File: src/rtl/stp16_pkg.sv
// Shared definitions for the STP16 shift-register link (transmitter and receiver).
package stp16_pkg;

    localparam int STP16_DEFAULT_WIDTH = 32;
    localparam int STP16_SYNC_STAGES   = 2;

    typedef enum logic [1:0] {
        STREAM_HOLD,
        STREAM_LOAD,
        STREAM_OVERWRITE,
        STREAM_ACCEPT
    } stream_op_e;

    // The bit counter must hold 0..WIDTH+1 (it saturates one past a full frame).
    function automatic int stp16_count_width(input int width);
        return $clog2(width + 2);
    endfunction

endpackage

File: src/rtl/stp16_sync_edge.sv
// Multi-flop input synchronizer with programmable reset value and an optional
// registered rising-edge detector.
module stp16_sync_edge #(
    parameter int   STAGES    = 2,
    parameter logic RESET_VAL = 1'b0,
    parameter bit   EDGE_EN   = 1'b1
) (
    input  logic clk,
    input  logic reset,
    input  logic i_pin,
    output logic o_level,
    output logic o_rise
);

    logic [STAGES-1:0] r_sync;

    always_ff @(posedge clk or posedge reset) begin
        if (reset) begin
            r_sync <= {STAGES{RESET_VAL}};
        end else begin
            r_sync <= {r_sync[STAGES-2:0], i_pin};
        end
    end

    assign o_level = r_sync[STAGES-1];

    generate
        if (EDGE_EN) begin : g_edge
            logic r_prev;
            logic r_rise;

            always_ff @(posedge clk or posedge reset) begin
                if (reset) begin
                    r_prev <= RESET_VAL;
                    r_rise <= 1'b0;
                end else begin
                    r_prev <= o_level;
                    r_rise <= o_level & ~r_prev;
                end
            end

            assign o_rise = r_rise;
        end else begin : g_level
            assign o_rise = 1'b0;
        end
    endgenerate

endmodule

File: src/rtl/stp16_serial_receiver.sv
// Receiver that rebuilds the STP16CPC26 shift/latch behaviour from its pins and
// streams each latched word. Optional length check: STP16_RX_FRAME_CHECK_EN.
module stp16_serial_receiver
    import stp16_pkg::*;
#(
    parameter int WIDTH       = STP16_DEFAULT_WIDTH,
    parameter int SYNC_STAGES = STP16_SYNC_STAGES
) (
    input  logic             reset,
    input  logic             clk,
    input  logic             stp16_clk,
    input  logic             stp16_sdi,
    input  logic             stp16_le,
    input  logic             stp16_noe,
    output logic             o_valid,
    input  logic             o_ready,
    output logic [WIDTH-1:0] o_data,
    output logic [WIDTH-1:0] o_latched,
    output logic [WIDTH-1:0] o_display,
    output logic             o_enable,
    output logic             o_overrun,
    output logic             o_frame_error,
    input  logic             i_clear
);

    localparam int             CW         = stp16_count_width(WIDTH);
    localparam logic [CW-1:0]  FULL_COUNT = CW'(WIDTH);
    localparam logic [CW-1:0]  SAT_COUNT  = CW'(WIDTH + 1);

    logic             w_clk_rise;
    logic             w_le_rise;
    logic             w_sdi;
    logic             w_noe;
    logic             w_clk_level;
    logic             w_le_level;
    logic             w_sdi_rise;
    logic             w_noe_rise;
    logic             w_unused_sync;

    logic [WIDTH-1:0] r_shift;
    logic [CW-1:0]    r_count;
    logic             r_valid;
    logic [WIDTH-1:0] r_data;
    logic [WIDTH-1:0] r_latched;
    logic [WIDTH-1:0] r_display;
    logic             r_enable;
    logic             r_overrun;
    logic             r_frame_error;

    logic [WIDTH-1:0] w_shift_next;
    logic [CW-1:0]    w_count_inc;
    logic [CW-1:0]    w_post_count;
    logic             w_frame_bad;
    logic             w_push;
    stream_op_e       w_stream_op;

    stp16_sync_edge #(.STAGES(SYNC_STAGES), .RESET_VAL(1'b0), .EDGE_EN(1'b1)) u_sync_clk (
        .clk     (clk),
        .reset   (reset),
        .i_pin   (stp16_clk),
        .o_level (w_clk_level),
        .o_rise  (w_clk_rise)
    );

    stp16_sync_edge #(.STAGES(SYNC_STAGES), .RESET_VAL(1'b0), .EDGE_EN(1'b1)) u_sync_le (
        .clk     (clk),
        .reset   (reset),
        .i_pin   (stp16_le),
        .o_level (w_le_level),
        .o_rise  (w_le_rise)
    );

    stp16_sync_edge #(.STAGES(SYNC_STAGES), .RESET_VAL(1'b0), .EDGE_EN(1'b0)) u_sync_sdi (
        .clk     (clk),
        .reset   (reset),
        .i_pin   (stp16_sdi),
        .o_level (w_sdi),
        .o_rise  (w_sdi_rise)
    );

    // Output enable resets to "disabled" so the display stays dark until driven.
    stp16_sync_edge #(.STAGES(SYNC_STAGES), .RESET_VAL(1'b1), .EDGE_EN(1'b0)) u_sync_noe (
        .clk     (clk),
        .reset   (reset),
        .i_pin   (stp16_noe),
        .o_level (w_noe),
        .o_rise  (w_noe_rise)
    );

    assign w_unused_sync = w_clk_level ^ w_le_level ^ w_sdi_rise ^ w_noe_rise;

    always_comb begin
        w_shift_next = r_shift;
        if (w_clk_rise) begin
            w_shift_next = {r_shift[WIDTH-2:0], w_sdi};
        end
    end

    assign w_count_inc  = (r_count == SAT_COUNT) ? r_count : r_count + 1'b1;
    assign w_post_count = w_clk_rise ? w_count_inc : r_count;

`ifdef STP16_RX_FRAME_CHECK_EN
    assign w_frame_bad = (w_post_count != FULL_COUNT);
`else
    assign w_frame_bad = 1'b0;
`endif

    assign w_push = w_le_rise & ~w_frame_bad;

    // A push while the consumer is also accepting is a plain reload, not an overrun.
    always_comb begin
        w_stream_op = STREAM_HOLD;
        if (w_push) begin
            w_stream_op = (r_valid && !o_ready) ? STREAM_OVERWRITE : STREAM_LOAD;
        end else if (r_valid && o_ready) begin
            w_stream_op = STREAM_ACCEPT;
        end
    end

    always_ff @(posedge clk or posedge reset) begin
        if (reset) begin
            r_shift       <= '0;
            r_count       <= '0;
            r_valid       <= 1'b0;
            r_data        <= '0;
            r_latched     <= '0;
            r_display     <= '0;
            r_enable      <= 1'b0;
            r_overrun     <= 1'b0;
            r_frame_error <= 1'b0;
        end else begin
            r_shift <= w_shift_next;

            if (w_le_rise) begin
                r_count   <= '0;
                r_latched <= w_shift_next;
            end else begin
                r_count <= w_post_count;
            end

            case (w_stream_op)
                STREAM_LOAD, STREAM_OVERWRITE: begin
                    r_data  <= w_shift_next;
                    r_valid <= 1'b1;
                end
                STREAM_ACCEPT: r_valid <= 1'b0;
                default: ;
            endcase

            r_overrun     <= (r_overrun & ~i_clear) | (w_stream_op == STREAM_OVERWRITE);
            r_frame_error <= (r_frame_error & ~i_clear) | (w_le_rise & w_frame_bad);

            r_enable  <= ~w_noe;
            r_display <= r_latched & {WIDTH{~w_noe}};
        end
    end

    assign o_valid       = r_valid;
    assign o_data        = r_data;
    assign o_latched     = r_latched;
    assign o_display     = r_display;
    assign o_enable      = r_enable;
    assign o_overrun     = r_overrun;
    assign o_frame_error = r_frame_error;

endmodule

File: config.mk
export PLATFORM = sky130hd
export DESIGN_NAME = stp16_serial_receiver
export DESIGN_NICKNAME = d
export VERILOG_FILES = /design/src/rtl/stp16_pkg.sv /design/src/rtl/stp16_sync_edge.sv /design/src/rtl/stp16_serial_receiver.sv
export SDC_FILE = /design/constraint.sdc
export NUM_CORES = 1
export LEC_CHECK = 0
export CAP_MARGIN = 20
export CORE_ASPECT_RATIO = 1.1
export CORE_MARGIN = 2
export CORE_UTILIZATION = 51
export DETAILED_ROUTE_END_ITERATION = 10
export HOLD_SLACK_MARGIN = 0.06
export PLACE_DENSITY_LB_ADDON = 0.12
export SLEW_MARGIN = 20
export SYNTH_ARGS = -nofsm -noshare
export SYNTH_HDL_FRONTEND = slang
export SYNTH_SLANG_ARGS = --single-unit
File: constraint.sdc
create_clock -name clk -period 6.9 [get_ports clk]
set_clock_uncertainty 0.05 [all_clocks]
set_input_delay 1.38 -clock clk [delete_from_list [all_inputs] [get_ports clk]]
set_output_delay 1.38 -clock clk [all_outputs]
set_load 0.005 [all_outputs]
Word level (Yosys, flattened, before mapping)
Cells that the tools add are included.
- equality and inequality tests: 3
- bitwise gates (word level): 10
- reductions and logical operators: 5
- muxes and demuxes: 5
- operators with widths (operator ; count):
    $and A32 B32 Y32 ; 1
    $mux W32 ; 1
    $mux W2 ; 3
    $and A1 B1 Y1 ; 4
    $eq A2 B2 Y1 const B ; 2
    $not A1 Y1 ; 4
    $eq A2 B1 Y1 const B ; 1
    $logic_and A1 B1 Y1 ; 2
    $pmux W1 S2 ; 1
    $reduce_bool A2 Y1 ; 1
    $reduce_or A2 Y1 ; 1
    $logic_not A1 Y1 ; 1
    $or A1 B1 Y1 ; 1
- output and inout port bits: 100
- input bits: 8
- register bits: 144
- word-level logic and storage cells: 39

Depth between registers and ports, before layout
Gate-level depths: netlist (run 1).
- depth in word-level cells: 7
- depth in mapped cells: 7
- depth with buffers taken out: 4

Cells and area by module
Synthesis (run 1) repeated with hierarchy kept, for this count alone.
- cell total of the unflattened synthesis: 308
- area, all modules: 5375.2 µm²
- by module, submodules not included (module ; seq. area each (µm²) ; area an instance (µm²) ; cells each ; times used):
    stp16_serial_receiver ; 3303.2 ; 5007.3 ; 286 ; 1
    stp16_sync_edge at u_sync_clk ... ; 100.1 ; 117.6 ; 6 ; 2
    stp16_sync_edge at u_sync_noe ; 52.6 ; 67.6 ; 5 ; 1
    stp16_sync_edge at u_sync_sdi ; 50.0 ; 65.1 ; 5 ; 1

Worst setup path before layout (run 1)
OpenSTA, ideal clock, no wires.
- path kind: in2reg
- start: input o_ready
- end: register r_data[0], in the netlist o_data[0]
- path slack: 4.076 ns
- path buffers: 2
- arrival: 2.649 ns
- stages: 6
- cell sequence: xor2_1 and2_1 ha_1 clkbuf_1 buf_2 mux2_2
- cells in the longest elaborated chain, start to end: 6
- elaborated cells on any way between the ends: 9
- RTL lines (element ; RTL line ; RTL):
    from (decl) ; stp16_serial_receiver.sv:16 ; input logic o_ready,
    $logic_not A1 Y1 ; stp16_serial_receiver.sv:114 ; w_stream_op = (r_valid && !o_ready) ? STREAM_OVERWRITE : STREAM_LOAD;
    $logic_and A1 B1 Y1 ; stp16_serial_receiver.sv:114 ;
    $mux W2 ; stp16_serial_receiver.sv:114 ;
    $mux W2 (*) ; stp16_serial_receiver.sv:113 ; if (w_push) begin
    $eq A2 B2 Y1 / $eq A2 B1 Y1 (equally long branches) ; stp16_serial_receiver.sv:141 ; case (w_stream_op)
    $reduce_or A2 Y1 (*) ; stp16_serial_receiver.sv:141 ;
    to (signal assigned) ; stp16_serial_receiver.sv:143 ; r_data <= w_shift_next;
    to (decl) ; stp16_serial_receiver.sv:43 ; logic [WIDTH-1:0] r_data;
Mark *: on every way between the ends. The rest lies on a longest branch, timed or not.
A chain may end at the register's enable or synchronous reset.

Worst setup path in the final report (run 1)
- start: input o_ready
- end: register r_data[14], in the netlist o_data[14]
The elaborated chain is that of the path after synthesis.

==> impl_metrics.ini, run 1 <==
[run_status]
status = finished, final reports clean

[placement]
hpwl_um = 5520
dp_cells = 538
portBuffers = 107
gp_congestion = 0.714

[synth]
synth_top_area_cell = dfrtp_1
syn_nets = 309
synth_ff_type = dfrtp_1
synth-edff-count = 0
netlist_area_sq_um = 5320
synth_common_cells = dfrtp_1 (142), mux2_4 (60), mux2_2 (36), nor2b_1 (35), buf_2 (7)
yosysUniqueCellTypes = 15
seq_area_frac_synth = 0.678
ys_ff_latch = 144
synth_top_area_share = 0.668
synthArstFlopShare = 1.00
synth_cells = 300
synth_area_leaders = dfrtp_1 (67%), mux2_4 (17%), mux2_2 (7.6%), nor2b_1 (4.1%), buf_12 (1.1%)
yosysMostFrequentCell = dfrtp_1
syn_area_per_cell_sq_um = 17.7
ys_warn_count = 0

[global_routing]
grt_first_pass_wirelength_um = 15000
grt_pass1_vias = 2968
grt_max_degree = 75
grt_overflow = 0
antenna_found_initial = 0
grtUsageTotal = 0.178

[setup_path]
cp_top_family = buffers and inverters
cp-end-kind = flop
cpMaxStageDelayCell = clkdlybuf4s50_1
slowest_delay_ps = 450
worstPathMaxFanout = 32
critical_path_class = in2reg
worst_ep_arrival_time_ps = 3270
crit_required_ps = 7130
crit_buf_inv = 2
critPathLaunchType = primary input
path_cells = clkdlybuf4s50_1 -> xor2_1 -> and2_1 -> ha_1 -> buf_4 -> mux2_2

[sta]
slew_headroom = 0.338
period_minus_slack_ps = 3040
fmax_mhz = 329
finalHoldViolCount = 0
setup_viol = 0
rsz0062_at_grt = no
setup_tns_ps = 0
worst_slew_pin_slew_ps = 993
finalCritPeriodShare = 0.440
maxSlewViolCount = 0
whs_ps = 297

[routing]
drtAntennaViolNets = 0
drtIter0Drc = 89
wl_um = 9010
wire_per_inst_um = 15.8
drcViolationCount = 0
route.vias.total = 2737
first_pass_iters = 4
avgViaCountPerCell = 4.80

[clock_network]
cts_setup_buffers = 0
clock_latency_ps = 410
hold_buffers = 0
cts_max_path_buffers = 2
cts_buffers = 17
cts_root_buf = clkbuf_16
cts_sinks = 144
cts_tree = yes
htreeDepth = 4
post_cts_resized = 0
clk_pin_slew_ps = 60

[pwr]
ir_drop_mv = 0.242
leakagePower_nw = 3.33
cellPowerDensity_nw_per_um2 = 353

[floorplan]
dieArea_sq_um = 11300
start_util = 0.517
coreArea_sq_um = 10300
die_w_um = 101
dieHeight_um = 111
pin_count = 108
rows = 39

[finish]
finalNonFillerCells = 570
syn_to_final_growth_pct = 32.9
drive_above_1_share = 0.316
finalNetCount = 423
n_antenna_cell = 0

[job]
maxCapViolCount = 0

[min_path]
worstHoldPathType = reg2reg
-- worst register-to-register path: stages (launching register included) --
cell and delay [ps]:
dfrtp_2 380, buf_4 540, mux2i_1 170, ha_1 320
buf_4 410, mux2_2 410
-- metal layers --
layer  up-vias  part of all wire  GRT usage
met3        13             0.052     0.0656
met2        77              0.49      0.274
met4         0             0.014     0.0730
li1       1242                 -          -
met1      1405              0.44      0.226
met5         -                 0          0
-- stage by stage --
| stage | cell area, sq um | utilization | power [mW] | setup WS, ps |
|---|---|---|---|---|
| 6_report | 7070 | 0.687 | 2.49 | 3860 |
| 5_1_grt | 7070 | 0.687 | 2.62 | 3750 |
| 4_1_cts | 7070 | 0.687 | 2.53 | 3880 |
| 3_5_place_dp | 6480 | 0.629 | 1.62 | 3450 |
| 3_3_place_gp | 6480 | 0.629 | 1.61 | 3520 |
| 2_1_floorplan | 5320 | - | 1.34 | 1610 |
-- area by class of cell --
class                           count  area [sq um]
Multi-Input combinational cell    137          1580
Clock buffer                       22           484
Timing Repair Buffer              110          1090
Tap cell                          143           179
Sequential cell                   144          3610
Inverter                            4          20.0
Fill cell                         702          3220
Clock inverter                     10           109
-- flip-flops by register name, summed over array words and instances, names as in the netlist, 2 cells and up --
signal             cells
o_data                32
o_latched             32
o_display             32
u_sync_noe.r_sync      2
u_sync_sdi.r_sync      2
u_sync_clk.r_sync      2
u_sync_le.r_sync       2
r_shift               32
-- final timing paths --
| kind | cells after the start | slack, ps | to | from |
|---|---|---|---|---|
| max in group asynchronous | 3 | 4050 | r_shift[14]$_DFF_PP0_ | reset |
| hold / removal | 0 | 300 | u_sync_clk.r_sync[1]$_DFF_PP0_ | u_sync_clk.r_sync[0]$_DFF_PP0_ |
| min in group asynchronous | 2 | 1410 | o_data[7]$_DFFE_PP0P_ | reset |
| hold reg to reg | 0 | 300 | u_sync_clk.r_sync[1]$_DFF_PP0_ | u_sync_clk.r_sync[0]$_DFF_PP0_ |
| setup reg to reg | 5 | 4510 | o_data[14]$_DFFE_PP0P_ | u_sync_le.o_rise$_DFF_PP0_ |
| setup / recovery | 6 | 3860 | o_data[14]$_DFFE_PP0P_ | o_ready |
-- power breakdown --
part           switching, mW  internal (mW)
combinational          0.152          0.356
clock                  0.325          0.567
sequential            0.0952          0.997
total                  0.572           1.92
-- cells by family after synthesis --
family,synth area share
fa+ha+maj,0.00235
compound gates,0.00282
xor+xnor,0.00165
flops,0.678
buf+inv,0.0256
mux,0.247
simple gates,0.0423
-- layout by cell type, fill, tap and decap left out --
master and count:
inv_6 1, buf_4 3, dfstp_2 2, clkbuf_8 4
nor2b_1 35, xor2_1 1, inv_1 3, clkinvlp_4 2
mux2_2 36, ha_1 1, clkinv_2 5, clkdlybuf4s50_1 107
clkinv_4 1, a21o_1 2, clkbuf_1 1, mux2i_1 1
dfrtp_1 140, bufinv_16 2, mux2_4 60, and2_1 1
dfrtp_2 2, clkbuf_16 17
No activity file was read; power rests on OpenSTA's default activity.
==> run 2, diff against run 1 <==
--- a/config.mk
+++ b/config.mk
@@ -8,7 +8,7 @@
 export CAP_MARGIN = 20
 export CORE_ASPECT_RATIO = 1.1
 export CORE_MARGIN = 2
-export CORE_UTILIZATION = 51
+export CORE_UTILIZATION = 46
 export DETAILED_ROUTE_END_ITERATION = 10
 export HOLD_SLACK_MARGIN = 0.06
 export PLACE_DENSITY_LB_ADDON = 0.12
==> constraint.sdc (replaced) <==
create_clock -name clk -period 2.7 [get_ports clk]
set_clock_uncertainty 0.05 [all_clocks]
set_input_delay 0.54 -clock clk [delete_from_list [all_inputs] [get_ports clk]]
set_output_delay 0.54 -clock clk [all_outputs]
set_load 0.005 [all_outputs]
==> impl_metrics.ini, run 2 (synthesis gave the netlist of run 1 again) <==
[sta]
worst_slew_pin_slew_ps = 731
setup_viol = 0
slew_headroom = 0.513
finalHoldViolCount = 0
finalCritPeriodShare = 0.742
rsz0062_at_grt = no
maxSlewViolCount = 0
fmax_mhz = 499
finalWorstSetupSlack_ps = 697
setup_tns_ps = 0
whs_ps = 302
period_minus_slack_ps = 2000

[pwr]
internal_power_mw = 5.02
leakagePower_nw = 3.37
swShare = 0.226
power.total_mw = 6.48
clkPwrFrac = 0.368
combPwrFrac = 0.203
p_sw_mw = 1.47
seqPwrFrac = 0.429
cellPowerDensity_nw_per_um2 = 904
ir_drop_mv = 0.454

[clock_network]
cts_sinks = 144
clk_pin_slew_ps = 60
cts_setup_buffers = 0
cts_buffers = 17
clock_latency_ps = 400
hold_buffers = 0
cts_tree = yes
cts_max_path_buffers = 2
cts_root_buf = clkbuf_16
htreeDepth = 4
post_cts_resized = 0

[setup_path]
worstPathMaxFanout = 32
crit_buf_inv = 2
cp_top_family = buffers and inverters
slowest_delay_ps = 460
cpMaxStageDelayCell = clkdlybuf4s50_1
worst_ep_arrival_time_ps = 2240
crit_required_ps = 2940
critical_path_class = in2reg
cp-end-kind = flop
critPathLaunchType = primary input
path_cells = clkdlybuf4s50_1 -> xor2_1 -> and2_1 -> ha_1 -> buf_12 -> mux2_2

[finish]
syn_to_final_growth_pct = 34.9
final_util = 0.630
drive_above_1_share = 0.321
layout_commonest_cell = dfrtp_1
n_antenna_cell = 0
final_cell_mix = dfrtp_1 (140), clkdlybuf4s50_1 (107), mux2_4 (60)
fill_cells = 866
finalNetCount = 426

[routing]
drtIter0Drc = 71
avgViaCountPerCell = 4.76
wl_um = 9180
route.vias.total = 2760
wire_per_inst_um = 15.8
drcViolationCount = 0
first_pass_iters = 4
drtAntennaViolNets = 0

[floorplan]
dieHeight_um = 117
coreArea_sq_um = 11400
dieArea_sq_um = 12400
start_util = 0.467
pin_count = 108
die_w_um = 107
rows = 41

[global_routing]
grt_first_pass_wirelength_um = 15100
grtUsageTotal = 0.159
grt_pass1_vias = 2907
grt_max_degree = 53
grt_overflow = 0
antenna_found_initial = 0

[job]
maxCapViolCount = 0

[min_path]
worstHoldPathType = reg2reg

[placement]
place_ws_ps = 269
gp_congestion = 0.681
hpwl_um = 5680
portBuffers = 107

[run_status]
status = finished, final reports clean
-- run 2: final cells by class --
type,instances,area [sq um],share of cell area
clock inverter,10,133,0.0185
inverter,4,18.8,0.00262
clock buffer,22,484,0.0675
tap,150,188,0.0262
multi-input combinational,137,1580,0.220
timing repair buffer,113,1170,0.163
sequential,144,3610,0.503
-- run 2: path summary, 6_finish.rpt --
check                                                      end                            from  cells after the start  slack, ps
worst max-delay path                    o_data[20]$_DFFE_PP0P_                         o_ready                      6        700
worst min-delay path            u_sync_sdi.r_sync[1]$_DFF_PP0_  u_sync_sdi.r_sync[0]$_DFF_PP0_                      0        300
worst max register to register          o_data[20]$_DFFE_PP0P_      u_sync_le.o_rise$_DFF_PP0_                      5        900
worst min register to register  u_sync_sdi.r_sync[1]$_DFF_PP0_  u_sync_sdi.r_sync[0]$_DFF_PP0_                      0        300
max in group asynchronous               o_display[6]$_DFF_PP0_                           reset                      3       1440
min in group asynchronous               o_data[28]$_DFFE_PP0P_                           reset                      2        510
-- run 2: power groups by stage --
stage	Combinational [mW]	Sequential (mW)	Clock, mW
floorplan	0.648	2.79	0
detailed placement	1.33	2.82	0
finish	1.32	2.78	2.39
global placement	1.31	2.82	0
CTS	1.34	2.79	2.44
global route	1.43	2.84	2.56
-- run 2: worst reg2reg max path, stage by stage (launching register included) --
cell,delay (ps)
dfrtp_2,430
xor2_1,140
and2_1,160
ha_1,310
buf_12,230
mux2_2,370
-- run 2: metrics by stage --
| stage | area [sq um] | std cells |
|---|---|---|
| after floorplan | 5320 | 300 |
| after global placement | 6560 | 548 |
| after detailed placement | 6560 | 548 |
| after CTS | 7180 | 580 |
| after global routing | 7180 | 580 |
| final | 7180 | 580 |
-- run 2: per-layer routing --
metal,part of all wire,GRT usage,vias to the layer above
met4,0.014,0.0727,0
met1,0.45,0.211,1418
met2,0.47,0.242,84
li1,-,-,1246
met3,0.062,0.0509,12
met5,0,0,-
==> run 3, diff against run 2 <==
--- a/config.mk
+++ b/config.mk
@@ -8,7 +8,7 @@
 export CAP_MARGIN = 20
 export CORE_ASPECT_RATIO = 1.1
 export CORE_MARGIN = 2
-export CORE_UTILIZATION = 46
+export CORE_UTILIZATION = 51
 export DETAILED_ROUTE_END_ITERATION = 10
 export HOLD_SLACK_MARGIN = 0.06
 export PLACE_DENSITY_LB_ADDON = 0.12
==> constraint.sdc (replaced) <==
create_clock -name clk -period 2.1 [get_ports clk]
set_clock_uncertainty 0.05 [all_clocks]
set_input_delay 0.42 -clock clk [delete_from_list [all_inputs] [get_ports clk]]
set_output_delay 0.42 -clock clk [all_outputs]
set_load 0.005 [all_outputs]
==> impl_metrics.ini, run 3 (synthesis gave the netlist of run 1 again) <==
[clock_network]
cts_root_buf = clkbuf_16
cts_setup_buffers = 0
clock_latency_ps = 420
clk_pin_slew_ps = 60
post_cts_resized = 0
cts_sinks = 144
cts_buffers = 17
htreeDepth = 4
hold_buffers = 0
cts_tree = yes
cts_max_path_buffers = 2

[finish]
layout_commonest_cell = dfrtp_1
n_antenna_cell = 0
finalNonFillerCells = 575
drive_above_1_share = 0.326
fill_cells = 702
syn_to_final_growth_pct = 35.6
finalNetCount = 428
final_cell_mix = dfrtp_1 (140), clkdlybuf4s50_1 (107), mux2_4 (60)
multi_input_area_sq_um = 1580
seqCellArea_sq_um = 3610

[global_routing]
grt_max_degree = 90
grt_overflow = 0
grt_first_pass_wirelength_um = 15700
grt_pass1_vias = 3019
grtUsageTotal = 0.186
antenna_found_initial = 0

[pwr]
p_sw_mw = 1.94
seqPwrFrac = 0.420
clkPwrFrac = 0.378
internal_power_mw = 6.62
power.total_mw = 8.56
leakagePower_nw = 3.40
combPwrFrac = 0.202
swShare = 0.227
cellPowerDensity_nw_per_um2 = 1190
ir_drop_mv = 0.850

[min_path]
worstHoldPathType = reg2reg

[placement]
dp_cells = 543
portBuffers = 107
gp_congestion = 0.731
hpwl_um = 5860

[setup_path]
path_cells = clkdlybuf4s50_1 -> xor2_1 -> and2_1 -> ha_1 -> buf_12 -> mux2_2
critPathLaunchType = primary input
crit_required_ps = 2350
worstPathMaxFanout = 17
slowest_delay_ps = 430
cpMaxStageDelayCell = clkdlybuf4s50_1
crit_buf_inv = 2
cp_top_family = buffers and inverters
critical_path_class = in2reg
cp-end-kind = flop
worst_ep_arrival_time_ps = 2080

[floorplan]
die_w_um = 101
pin_count = 108
rows = 39
coreArea_sq_um = 10300
dieArea_sq_um = 11300
start_util = 0.517
dieHeight_um = 111

[routing]
wl_um = 9430
avgViaCountPerCell = 4.79
drtIter0Drc = 89
wire_per_inst_um = 16.4
drtAntennaViolNets = 0
first_pass_iters = 4
route.vias.total = 2757
drcViolationCount = 0

[sta]
period_minus_slack_ps = 1830
setup_viol = 0
maxSlewViolCount = 0
whs_ps = 298
finalHoldViolCount = 0
worst_slew_pin_slew_ps = 719
finalCritPeriodShare = 0.872
rsz0062_at_grt = no
fmax_mhz = 546
slew_headroom = 0.521

[job]
maxCapViolCount = 0

[run_status]
status = finished, final reports clean
run 3: cell types whose count changed in the layout (fill, tap and decap cells not counted):
| cell | before | now |
|---|---|---|
| clkbuf_8 | 4 | 5 |
| buf_4 | 2 | 4 |
| clkbuf_1 | 1 | 0 |
| bufinv_16 | 3 | 4 |
| clkinvlp_4 | 4 | 3 |
run 3: layout make-up:
cell class | instances | share of cell area
multi-input combinational | 137 | 0.219
clock buffer | 22 | 0.0685
sequential | 144 | 0.500
timing repair buffer | 115 | 0.164
tap | 143 | 0.0248
inverter | 4 | 0.00260
clock inverter | 10 | 0.0215
run 3: final timing paths:
| path | cells past startpoint | slack, ps | startpoint | endpoint |
|---|---|---|---|---|
| max | 6 | 270 | o_ready | o_data[4]$_DFFE_PP0P_ |
| min | 0 | 300 | u_sync_sdi.r_sync[0]$_DFF_PP0_ | u_sync_sdi.r_sync[1]$_DFF_PP0_ |
| max reg2reg | 5 | 300 | u_sync_le.o_rise$_DFF_PP0_ | o_data[4]$_DFFE_PP0P_ |
| min reg2reg | 0 | 300 | u_sync_sdi.r_sync[0]$_DFF_PP0_ | u_sync_sdi.r_sync[1]$_DFF_PP0_ |
| max in group asynchronous | 3 | 1170 | reset | o_data[11]$_DFFE_PP0P_ |
| min in group asynchronous | 3 | 400 | reset | u_sync_sdi.r_sync[1]$_DFF_PP0_ |
run 3: metal layers:
metal / up-vias / routed length [um] / track usage
li1: 1244 / - / -
met1: 1419 / 4080 / 0.243
met2: 81 / 4630 / 0.282
met3: 13 / 547 / 0.0637
met4: 0 / 176 / 0.0811
met5: - / 0 / 0
run 3: power by group through the flow:
stage          combinational [mW]  sequential, mW  clock, mW
2_1_floorplan               0.833            3.58          0
3_3_place_gp                 1.70            3.63          0
3_5_place_dp                 1.74            3.63          0
4_1_cts                      1.76            3.60       3.28
5_1_grt                      1.86            3.66       3.41
6_report                     1.73            3.60       3.23
run 3: per-stage QoR:
stage	utilization	setup TNS, ps	area, sq um	worst slack, ps
5_1_grt	0.701	0	7210	225
3_5_place_dp	0.638	-4650	6570	-162
3_3_place_gp	0.638	-4400	6570	-144
6_report	0.701	0	7210	270
2_1_floorplan	-	-24620	5320	-173
4_1_cts	0.701	0	7210	265
